**src/rtl/alu_seq_pkg.sv**
```systemverilog
// Shared types and constants for the ALU command sequencer.
// Covers the op codes, the ALU default value, the sequencer FSM states and the buffered command record.
package alu_seq_pkg;

    localparam logic [3:0] OP_ADD = 4'd0;
    localparam logic [3:0] OP_SUB = 4'd1;
    localparam logic [3:0] OP_MUL = 4'd2;
    localparam logic [3:0] OP_DIV = 4'd3;

    localparam logic [7:0] ALU_DEFAULT    = 8'hAC;
    localparam logic [7:0] DIVZERO_RESULT = 8'hFF;

    // Default tag width of a buffered command; the top-level TAG_W is expected to match it
    localparam int CMD_TAG_W = 4;

    typedef enum logic [1:0] {
        ST_IDLE,
        ST_ISSUE,
        ST_CAPTURE,
        ST_RESP
    } seq_state_t;

    typedef struct packed {
        logic [7:0]           a;
        logic [7:0]           b;
        logic [3:0]           op;
        logic [CMD_TAG_W-1:0] tag;
    } cmd_t;

    function automatic logic is_divzero(input cmd_t c);
        return (c.op == OP_DIV) && (c.b == 8'd0);
    endfunction

endpackage

```
**src/rtl/alu_seq_cmd_fifo.sv**
```systemverilog
// Command FIFO for the ALU sequencer. The head entry is read combinationally and writes are synchronous.
// The pointers carry an extra wrap bit so that full and empty can be told apart.
module alu_seq_cmd_fifo
    import alu_seq_pkg::*;
#(
    parameter int CMD_DEPTH = 4
) (
    input  logic clk,
    input  logic reset,
    input  logic push,
    input  cmd_t push_data,
    input  logic pop,
    output cmd_t head,
    output logic full,
    output logic empty
);

    localparam int IDX_W = $clog2(CMD_DEPTH);

    logic [IDX_W:0] wr_ptr;
    logic [IDX_W:0] rd_ptr;
    cmd_t           mem [CMD_DEPTH];

    always_ff @(posedge clk or posedge reset) begin
        if (reset) begin
            wr_ptr <= '0;
            rd_ptr <= '0;
        end else begin
            if (push) wr_ptr <= wr_ptr + (IDX_W+1)'(1);
            if (pop)  rd_ptr <= rd_ptr + (IDX_W+1)'(1);
        end
    end

    // Storage is not reset: an entry is only read after the pointers say it was written
    always_ff @(posedge clk) begin
        if (push) mem[wr_ptr[IDX_W-1:0]] <= push_data;
    end

    assign head  = mem[rd_ptr[IDX_W-1:0]];
    assign empty = (wr_ptr == rd_ptr);
    assign full  = (wr_ptr[IDX_W] != rd_ptr[IDX_W]) &&
                   (wr_ptr[IDX_W-1:0] == rd_ptr[IDX_W-1:0]);

endmodule

```
**src/rtl/alu_cmd_sequencer.sv**
```systemverilog
// Initiator for a registered ALU. It buffers commands, issues them, captures results and returns tagged responses.
// Optional macro ALU_SEQ_DIVZERO_CHECK_EN answers DIV-by-zero commands directly, without using the ALU.
module alu_cmd_sequencer
    import alu_seq_pkg::*;
#(
    parameter int CMD_DEPTH = 4,
    parameter int TAG_W     = CMD_TAG_W
) (
    input  logic             clk,
    input  logic             reset,
    input  logic             cmd_valid,
    output logic             cmd_ready,
    input  logic [7:0]       cmd_a,
    input  logic [7:0]       cmd_b,
    input  logic [3:0]       cmd_op,
    input  logic [TAG_W-1:0] cmd_tag,
    output logic [7:0]       alu_a,
    output logic [7:0]       alu_b,
    output logic [3:0]       alu_sel,
    input  logic [7:0]       alu_out,
    input  logic             alu_carry,
    output logic             rsp_valid,
    input  logic             rsp_ready,
    output logic [7:0]       rsp_result,
    output logic             rsp_carry,
    output logic [TAG_W-1:0] rsp_tag,
    output logic             rsp_err,
    output logic             busy
);

    seq_state_t       state;
    seq_state_t       state_nxt;
    cmd_t             cmd_in;
    cmd_t             head;
    logic             fifo_full;
    logic             fifo_empty;
    logic             push;
    logic             pop_p0;
    logic             divzero_p0;
    logic             capture_p2;
    logic [TAG_W-1:0] tag_p1;

    always_comb begin
        cmd_in     = '0;
        cmd_in.a   = cmd_a;
        cmd_in.b   = cmd_b;
        cmd_in.op  = cmd_op;
        cmd_in.tag = CMD_TAG_W'(cmd_tag);
    end

    assign cmd_ready = !fifo_full;
    assign push      = cmd_valid && !fifo_full;

    alu_seq_cmd_fifo #(
        .CMD_DEPTH (CMD_DEPTH)
    ) u_fifo (
        .clk       (clk),
        .reset     (reset),
        .push      (push),
        .push_data (cmd_in),
        .pop       (pop_p0),
        .head      (head),
        .full      (fifo_full),
        .empty     (fifo_empty)
    );

`ifdef ALU_SEQ_DIVZERO_CHECK_EN
    assign divzero_p0 = is_divzero(head);
`else
    assign divzero_p0 = 1'b0;
`endif

    always_ff @(posedge clk or posedge reset) begin
        if (reset) state <= ST_IDLE;
        else       state <= state_nxt;
    end

    // A pop happens from IDLE, or from RESP on handshake; a divide-by-zero pop jumps straight to RESP
    always_comb begin
        state_nxt  = state;
        pop_p0     = 1'b0;
        capture_p2 = 1'b0;
        case (state)
            ST_IDLE: begin
                if (!fifo_empty) begin
                    pop_p0    = 1'b1;
                    state_nxt = divzero_p0 ? ST_RESP : ST_ISSUE;
                end
            end
            ST_ISSUE: state_nxt = ST_CAPTURE;
            ST_CAPTURE: begin
                capture_p2 = 1'b1;
                state_nxt  = ST_RESP;
            end
            ST_RESP: begin
                if (rsp_ready) begin
                    if (!fifo_empty) begin
                        pop_p0    = 1'b1;
                        state_nxt = divzero_p0 ? ST_RESP : ST_ISSUE;
                    end else begin
                        state_nxt = ST_IDLE;
                    end
                end
            end
            default: state_nxt = ST_IDLE;
        endcase
    end

    // ---- issue stage (p1): operands to the ALU; capture stage (p2): result into response regs
    always_ff @(posedge clk or posedge reset) begin
        if (reset) begin
            alu_a      <= '0;
            alu_b      <= '0;
            alu_sel    <= '0;
            tag_p1     <= '0;
            rsp_result <= '0;
            rsp_carry  <= 1'b0;
            rsp_tag    <= '0;
        end else begin
            if (pop_p0) begin
                alu_a   <= head.a;
                alu_b   <= head.b;
                alu_sel <= head.op;
                tag_p1  <= TAG_W'(head.tag);
            end
            if (capture_p2) begin
                rsp_result <= alu_out;
                rsp_carry  <= alu_carry;
                rsp_tag    <= tag_p1;
            end else if (pop_p0 && divzero_p0) begin
                rsp_result <= DIVZERO_RESULT;
                rsp_carry  <= 1'b0;
                rsp_tag    <= TAG_W'(head.tag);
            end
        end
    end

`ifdef ALU_SEQ_DIVZERO_CHECK_EN
    always_ff @(posedge clk or posedge reset) begin
        if (reset)                     rsp_err <= 1'b0;
        else if (capture_p2)           rsp_err <= 1'b0;
        else if (pop_p0 && divzero_p0) rsp_err <= 1'b1;
    end
`else
    assign rsp_err = 1'b0;
`endif

    assign rsp_valid = (state == ST_RESP);
    assign busy      = (state != ST_IDLE) || !fifo_empty;

endmodule

```
**config.mk**
```make
export PLATFORM = sky130hd
export DESIGN_NAME = alu_cmd_sequencer
export DESIGN_NICKNAME = d
export VERILOG_FILES = /design/src/rtl/alu_seq_pkg.sv /design/src/rtl/alu_seq_cmd_fifo.sv /design/src/rtl/alu_cmd_sequencer.sv
export SDC_FILE = /design/constraint.sdc
export NUM_CORES = 1
export LEC_CHECK = 0
export CAP_MARGIN = 0
export CORE_MARGIN = 1.5
export CORE_UTILIZATION = 40
export DETAILED_ROUTE_END_ITERATION = 8
export GPL_ROUTABILITY_DRIVEN = 0
export GPL_TIMING_DRIVEN = 0
export PLACE_DENSITY = 0.59
export SLEW_MARGIN = 15
export SYNTH_ARGS = -nofsm -noshare
export SYNTH_HDL_FRONTEND = slang
export SYNTH_SLANG_ARGS = --single-unit
```
**constraint.sdc**
```tcl
create_clock -name clk -period 2.6 [get_ports clk]
set_input_delay 0.26 -clock clk [delete_from_list [all_inputs] [get_ports clk]]
set_output_delay 0.26 -clock clk [all_outputs]
set_load 0.03 [all_outputs]
```
==> results.py, run 1 <==
metrics = {
    "cells_and_area": {
        "n_antenna_cell": 0,
        "syn_to_final_growth_pct": 28.5,
        "layout.nets": 392,
        "postLayoutCellArea_mm2": 0.00699,
        "layout-drive-gt1-share_pct": 28.4,
        "fin_cells": 535,
    },
    "sta": {
        "tightest_slew_ns": 0.712,
        "fin_crit_ns": 2.41,
        "rsz0062_at_grt": "false",
        "hold_viol": 0,
        "maxSlewHeadroom_pct": 52.5,
        "drv_slew": 0,
        "period_share_pct": 92.6,
        "max_freq_ghz": 0.415,
        "setup_viol": 0,
        "fin_skew_ns": 0.00652,
    },
    "drt": {
        "viasPerCell": 4.86,
        "highest_layer": "met4",
        "initialDrtViolationCount": 156,
        "vias": 2600,
        "route.antenna.remaining_nets": 0,
        "drc": 0,
        "dr_wl_met2_mm": 4.46,
        "wire_per_inst_um": 17.8,
        "totalWireLength_mm": 9.50,
        "met3_length_um": 541,
        "wl_met1_mm": 4.39,
        "drt_first_pass_iters": 5,
    },
    "floorplanning": {
        "die_h_um": 120,
        "fp-row-count": 42,
        "die-area_mm2": 0.0143,
        "ios": 74,
        "start_util_pct": 41.1,
        "core_region_area_mm2": 0.0132,
        "fp.dieW_um": 120,
    },
    "yosys": {
        "synth.distinct_cells": 29,
        "synthCells": 254,
        "avgSynthCellArea_um2": 21.4,
        "synth_nets": 300,
        "yosys_warnings": 0,
        "synth_top_cell_area_share_pct": 53.0,
        "synth.area.top_cells": "edfxtp_1 (53%), dfrtp_1 (21%), mux4_2 (9.9%)",
        "netlist_area_mm2": 0.00544,
        "synth_largest_area_cell": "edfxtp_1",
        "ys_ff_latch": 141,
        "seq_area_frac_synth_pct": 73.7,
    },
    "power_and_ir_drop": {
        "switchingPower_w": 0.00297,
        "p_seq_share_pct": 37.2,
        "vdd_ir_drop_max_mv": 0.686,
        "powerDensity_mw_per_mm2": 1330,
        "power.share.clock_pct": 25.1,
        "pwr-share-comb_pct": 37.7,
        "p_int_w": 0.00636,
        "switching_share_pct": 31.9,
        "p_leak_nw": 2.53,
    },
    "worst_setup_path": {
        "critPathLaunchType": "flip-flop",
        "cp_data_required_time_ns": 2.34,
        "end_kind": "primary output",
        "cp_max_fo": 8,
        "critPathKind": "flip-flop to primary output",
        "cp.arrival_ns": 2.15,
    },
    "run": {
        "cap_violations": 0,
    },
    "global_routing": {
        "grt_pass1_vias": 2767,
        "grt_overflow": 0,
        "grt_usage_pct": 14.9,
        "antenna_found_initial": 0,
        "grt_max_degree": 27,
        "grt_pass1_wl_mm": 15.3,
    },
    "placement": {
        "portBuffers": 72,
        "dp_hpwl_mm": 5.65,
        "dp_cells": 503,
        "post_dp_cell_area_mm2": 0.00640,
    },
    "hold_path": {
        "hold_path.class": "input port to asynchronous set/reset pin",
    },
    "clock_tree": {
        "clkSinkCount": 141,
        "numCtsBuffers": 17,
        "clk_pin_slew_ns": 0.06,
        "cts.path.max_buffers": 2,
        "clockRootBuffer": "clkbuf_16",
        "hold_buffers": 0,
        "htree_num_levels": 4,
        "clock_latency_ns": 0.42,
        "cts_tree": "built",
    },
    "outcome": {
        "status": "finished, final reports clean",
    },
}
timing repair:
action / 4_1_cts / 5_1_grt
gates resized for setup: 0 / 1
endpoints found under the setup margin: 0 / 1
setup buffers: 0 / 0
power by group through the flow:
stage / registers, W / logic (W) / clock network, W
4_1_cts: 0.00348 / 0.00359 / 0.00240
2_1_floorplan: 0.00397 / 0.00196 / 0
3_5_place_dp: 0.00352 / 0.00358 / 0
3_3_place_gp: 0.00349 / 0.00353 / 0
5_1_grt: 0.00355 / 0.00378 / 0.00252
6_report: 0.00347 / 0.00352 / 0.00234
final cells by class:
| cell class | instances | area (µm²) |
|---|---|---|
| plain buffers | 10 | 73.8 |
| clock buffers | 21 | 460 |
| clock inverters | 11 | 118 |
| fillers | 1085 | 6250 |
| inverters | 5 | 18.8 |
| multi-input cells | 98 | 1350 |
| flip-flops and latches | 141 | 4010 |
| well taps | 176 | 220 |
| repair buffers | 73 | 741 |
kinds of logic after synthesis:
kind of cell               after synthesis  share of synthesized area (%)
DFF                                    141                           73.7
muxes                                   63                           18.7
buffers and inverters                   15                           1.70
and+or+nand+nor                         11                           1.13
adders and majority gates                9                           2.07
AOI/OAI and AO/OA                        7                           1.20
xor gates and xnor gates                 7                           1.40
other                                    1                         0.0690
final timing paths:
| check | from | to | slack, ns | cells past startpoint |
|---|---|---|---|---|
| min in group clk | alu_out[3] | rsp_result[3] | 0.46 | 2 |
| hold / removal | reset | rsp_tag[1] | 0.20 | 2 |
| setup / recovery | u_fifo.rd_ptr[0] | cmd_ready | 0.19 | 4 |
| setup reg to reg | state[0] | alu_a[0] | 0.43 | 6 |
| max in group asynchronous | reset | alu_a[0] | 1.87 | 3 |
| hold reg to reg | alu_a[5] | alu_a[5] | 0.49 | 1 |
worst max-delay path: stages, from the launching register on:
cell and delay (ns):
dfrtp_1 0.39, buf_6 0.16, xnor2_2 0.30, nand3b_1 0.23, clkdlybuf4s50_1 0.65
flip-flops by register name, indices dropped and copies added (netlist names):
signal / cells
rsp_tag: 4
alu_sel: 4
u_fifo.rd_ptr: 3
alu_a: 8
u_fifo.mem: 96
tag_p1: 4
alu_b: 8
u_fifo.wr_ptr: 3
rsp_carry: 1
state: 2
rsp_result: 8
metal layers:
metal  vias up  track usage, %
met2        73            22.1
met3        10            5.66
li1       1195               -
met5         -               0
met4         0            6.03
met1      1322            20.0
cell usage after synthesis:
| master | number |
|---|---|
| buf_2 | 2 |
| nand2_1 | 3 |
| mux2_2 | 21 |
| xnor2_1 | 3 |
| ha_1 | 9 |
| buf_1 | 1 |
| and3_1 | 4 |
| nor2b_1 | 1 |
| nand3_1 | 1 |
| edfxtp_1 | 96 |
| buf_6 | 4 |
| a211oi_1 | 1 |
| mux2_1 | 8 |
| xor2_1 | 2 |
| a22oi_1 | 1 |
| a311oi_4 | 1 |
| a41oi_1 | 1 |
| xnor2_2 | 2 |
| o21ai_0 | 2 |
| nand4_1 | 1 |
| buf_4 | 1 |
| mux4_2 | 24 |
| mux2_4 | 10 |
| clkbuf_1 | 2 |
| nand3b_1 | 1 |
| a21oi_1 | 1 |
| conb_1 | 1 |
| inv_1 | 5 |
| dfrtp_1 | 45 |
layout by cell type (no fill, tap or decap), drive strengths merged:
cell / count
a211oi: 1
and3: 4
nand4: 1
a311oi: 1
nand3b: 1
nor2b: 1
mux4: 24
clkdlybuf4s50: 72
a22oi: 1
xor2: 2
inv: 5
dfrtp: 45
xnor2: 5
o21ai: 2
nand3: 1
clkinvlp: 5
buf: 9
clkinv: 4
a41oi: 1
ha: 9
bufinv: 2
mux2: 39
edfxtp: 96
a21oi: 1
nand2: 3
clkbuf: 23
conb: 1
metrics by stage:
step                      setup TNS, ns  total power, W  setup slack (ns)  util, %  hold slack [ns]
after floorplan                       0         0.00593             0.295        -            0.359
after global placement            -6.66         0.00702            -0.100     48.2            0.475
after detailed placement              0         0.00710             0.348     48.4            0.478
after CTS                             0         0.00947            0.0840     52.7            0.222
after global routing                  0         0.00985            0.0708     52.8            0.242
final                                 0         0.00933             0.192     52.8            0.204
Power figures use the tool's default switching activity.
==> run 2, diff against run 1 <==
--- a/config.mk
+++ b/config.mk
@@ -12,6 +12,7 @@
 export GPL_ROUTABILITY_DRIVEN = 0
 export GPL_TIMING_DRIVEN = 0
 export PLACE_DENSITY = 0.59
+export REMOVE_ABC_BUFFERS = 1
 export SLEW_MARGIN = 15
 export SYNTH_ARGS = -nofsm -noshare
 export SYNTH_HDL_FRONTEND = slang
==> run 2 against run 1 <==
Compared with the run above: flip-flop and latch count unchanged; worst setup slack worse by 0.067 ns; critical path type unchanged; wire length decreased by 2.7%; clock skew is 0.0010 ns higher; via count decreased by 0.62%.
==> results.py, run 2 (synthesis gave the netlist of run 1 again) <==
metrics = {
    "outcome": {
        "status": "finished, final reports clean",
    },
    "cells_and_area": {
        "layout.nets": 386,
        "largest_reg_flops": 96,
        "layout-drive-gt1-share_pct": 28.0,
        "n_antenna_cell": 0,
        "layout_commonest_cell": "edfxtp_1",
        "syn_to_final_growth_pct": 28.2,
        "final.fill_count": 1078,
        "layout_common_cells": "edfxtp_1 (96), clkdlybuf4s50_1 (71), dfrtp_1 (43)",
    },
    "global_routing": {
        "grt_overflow": 0,
        "grt_pass1_wl_mm": 14.9,
        "grt_max_degree": 34,
        "antenna_found_initial": 0,
        "grt_usage_pct": 14.5,
        "grt_pass1_vias": 2709,
    },
    "worst_setup_path": {
        "cp.arrival_ns": 2.21,
        "path_delay_family": "flip-flops",
        "worst_r2r_endpoint": "u_fifo.mem[3][23]",
        "cpMaxStageDelayCell": "dfrtp_4",
        "crit_buf_inv": 1,
        "cp_data_required_time_ns": 2.34,
        "cp_max_fo": 27,
        "r2r_start": "u_fifo.rd_ptr[1]",
        "end_kind": "primary output",
        "critPathLaunchType": "flip-flop",
        "cpPeakStageDelay_ns": 0.66,
        "critPathKind": "flip-flop to primary output",
        "cp_cell_sequence": "xnor2_2 > nand4_1 > clkdlybuf4s50_1",
        "r2r_slack_ns": 0.37,
        "reg2reg_depth": 3,
    },
    "clock_tree": {
        "clkSinkCount": 141,
        "hold_buffers": 0,
        "cts_tree": "built",
        "clockRootBuffer": "clkbuf_16",
        "clk_pin_slew_ns": 0.06,
        "numCtsBuffers": 17,
        "clock_latency_ns": 0.42,
        "cts.path.max_buffers": 2,
        "htree_num_levels": 4,
    },
    "drt": {
        "initialDrtViolationCount": 135,
        "vias": 2584,
        "viasPerCell": 4.88,
        "route.antenna.remaining_nets": 0,
        "wire_per_inst_um": 17.5,
        "drt_first_pass_iters": 4,
        "drc": 0,
        "totalWireLength_mm": 9.24,
    },
    "sta": {
        "maxSlewHeadroom_pct": 51.8,
        "setup_tns_ns": 0,
        "fin_crit_ns": 2.47,
        "fin_skew_ns": 0.00755,
        "rsz0062_at_grt": "false",
        "tightest_slew_ns": 0.723,
        "drv_slew": 0,
        "setup_viol": 0,
        "hold_viol": 0,
        "max_freq_ghz": 0.404,
        "period_share_pct": 95.2,
        "timing.final.ws_setup_ns": 0.126,
    },
    "power_and_ir_drop": {
        "p_leak_nw": 2.51,
        "p_total_w": 0.00932,
        "powerDensity_mw_per_mm2": 1340,
        "vdd_ir_drop_max_mv": 0.616,
    },
    "placement": {
        "portBuffers": 72,
        "pre_cts_ws_ns": -0.156,
        "dp_hpwl_mm": 5.55,
    },
    "floorplanning": {
        "start_util_pct": 41.1,
        "fp-row-count": 42,
        "die_h_um": 120,
        "die-area_mm2": 0.0143,
        "fp.dieW_um": 120,
        "core_region_area_mm2": 0.0132,
        "ios": 74,
    },
    "hold_path": {
        "hold_path.class": "input port to asynchronous set/reset pin",
    },
    "run": {
        "cap_violations": 0,
    },
}
## run 2: changes by cell type in the layout (fill, tap and decap cells not counted), moves of 2 or more
cell,before,now
clkbuf_8,2,0
buf_6,4,1
buf_2,2,0
dfrtp_1,45,43
clkbuf_1,4,2
## run 2: worst register-to-register path, stage by stage (launching register included)
cell and delay [ns]:
dfrtp_4 0.66, xnor2_2 0.27, nand3b_1 0.21, and3_2 0.69
## run 2: where the power goes
group	switching, W	internal (W)	total [W]
Clock	0.000877	0.00149	0.00237
Sequential	0.000422	0.00318	0.00360
Combinational	0.00164	0.00172	0.00335
## run 2: worst max path at each step
| stage | from | end | cells past startpoint |
|---|---|---|---|
| 5_1_grt | u_fifo.rd_ptr[1] | busy | 3 |
| 2_1_floorplan | u_fifo.rd_ptr[0] | u_fifo.rd_ptr[1] | 3 |
| 3_3_place_gp | u_fifo.rd_ptr[0] | alu_b[1] | 3 |
| 4_1_cts | u_fifo.rd_ptr[1] | alu_a[5] | 5 |
| 6_report | u_fifo.rd_ptr[1] | busy | 3 |
| 3_5_place_dp | u_fifo.rd_ptr[1] | alu_a[5] | 5 |
## run 2: metrics by stage
step	area [µm²]	utilization [%]	instances	hold slack, ns
after floorplan	5360	-	244	0.359
after global placement	6300	47.6	492	0.464
after detailed placement	6380	48.2	496	0.470
after CTS	6960	52.6	528	0.127
after global routing	6970	52.6	529	0.151
final	6970	52.6	529	0.126
## run 2: layout make-up
class / instances / area [µm²] / area share [%]
flip-flops and latches: 141 / 4010 / 57.6
multi-input cells: 98 / 1340 / 19.2
repair buffers: 77 / 793 / 11.4
clock buffers: 19 / 433 / 6.21
well taps: 176 / 220 / 3.16
clock inverters: 13 / 149 / 2.14
inverters: 5 / 18.8 / 0.269
## run 2: layer usage
metal / vias to the layer above / wire [µm] / track usage, % / share of wire (%)
li1: 1178 / - / - / -
met1: 1319 / 4080 / 18.7 / 44
met2: 75 / 4540 / 22.2 / 49
met3: 12 / 468 / 5.09 / 5.1
met4: 0 / 155 / 6.99 / 1.7
met5: - / 0 / 0 / 0
## run 2: timing repair
item,CTS,global route
cloned,0,0
buffers inserted,0,1
gates resized for setup,2,0
pin swaps,0,1
endpoints found under the setup margin,12,5
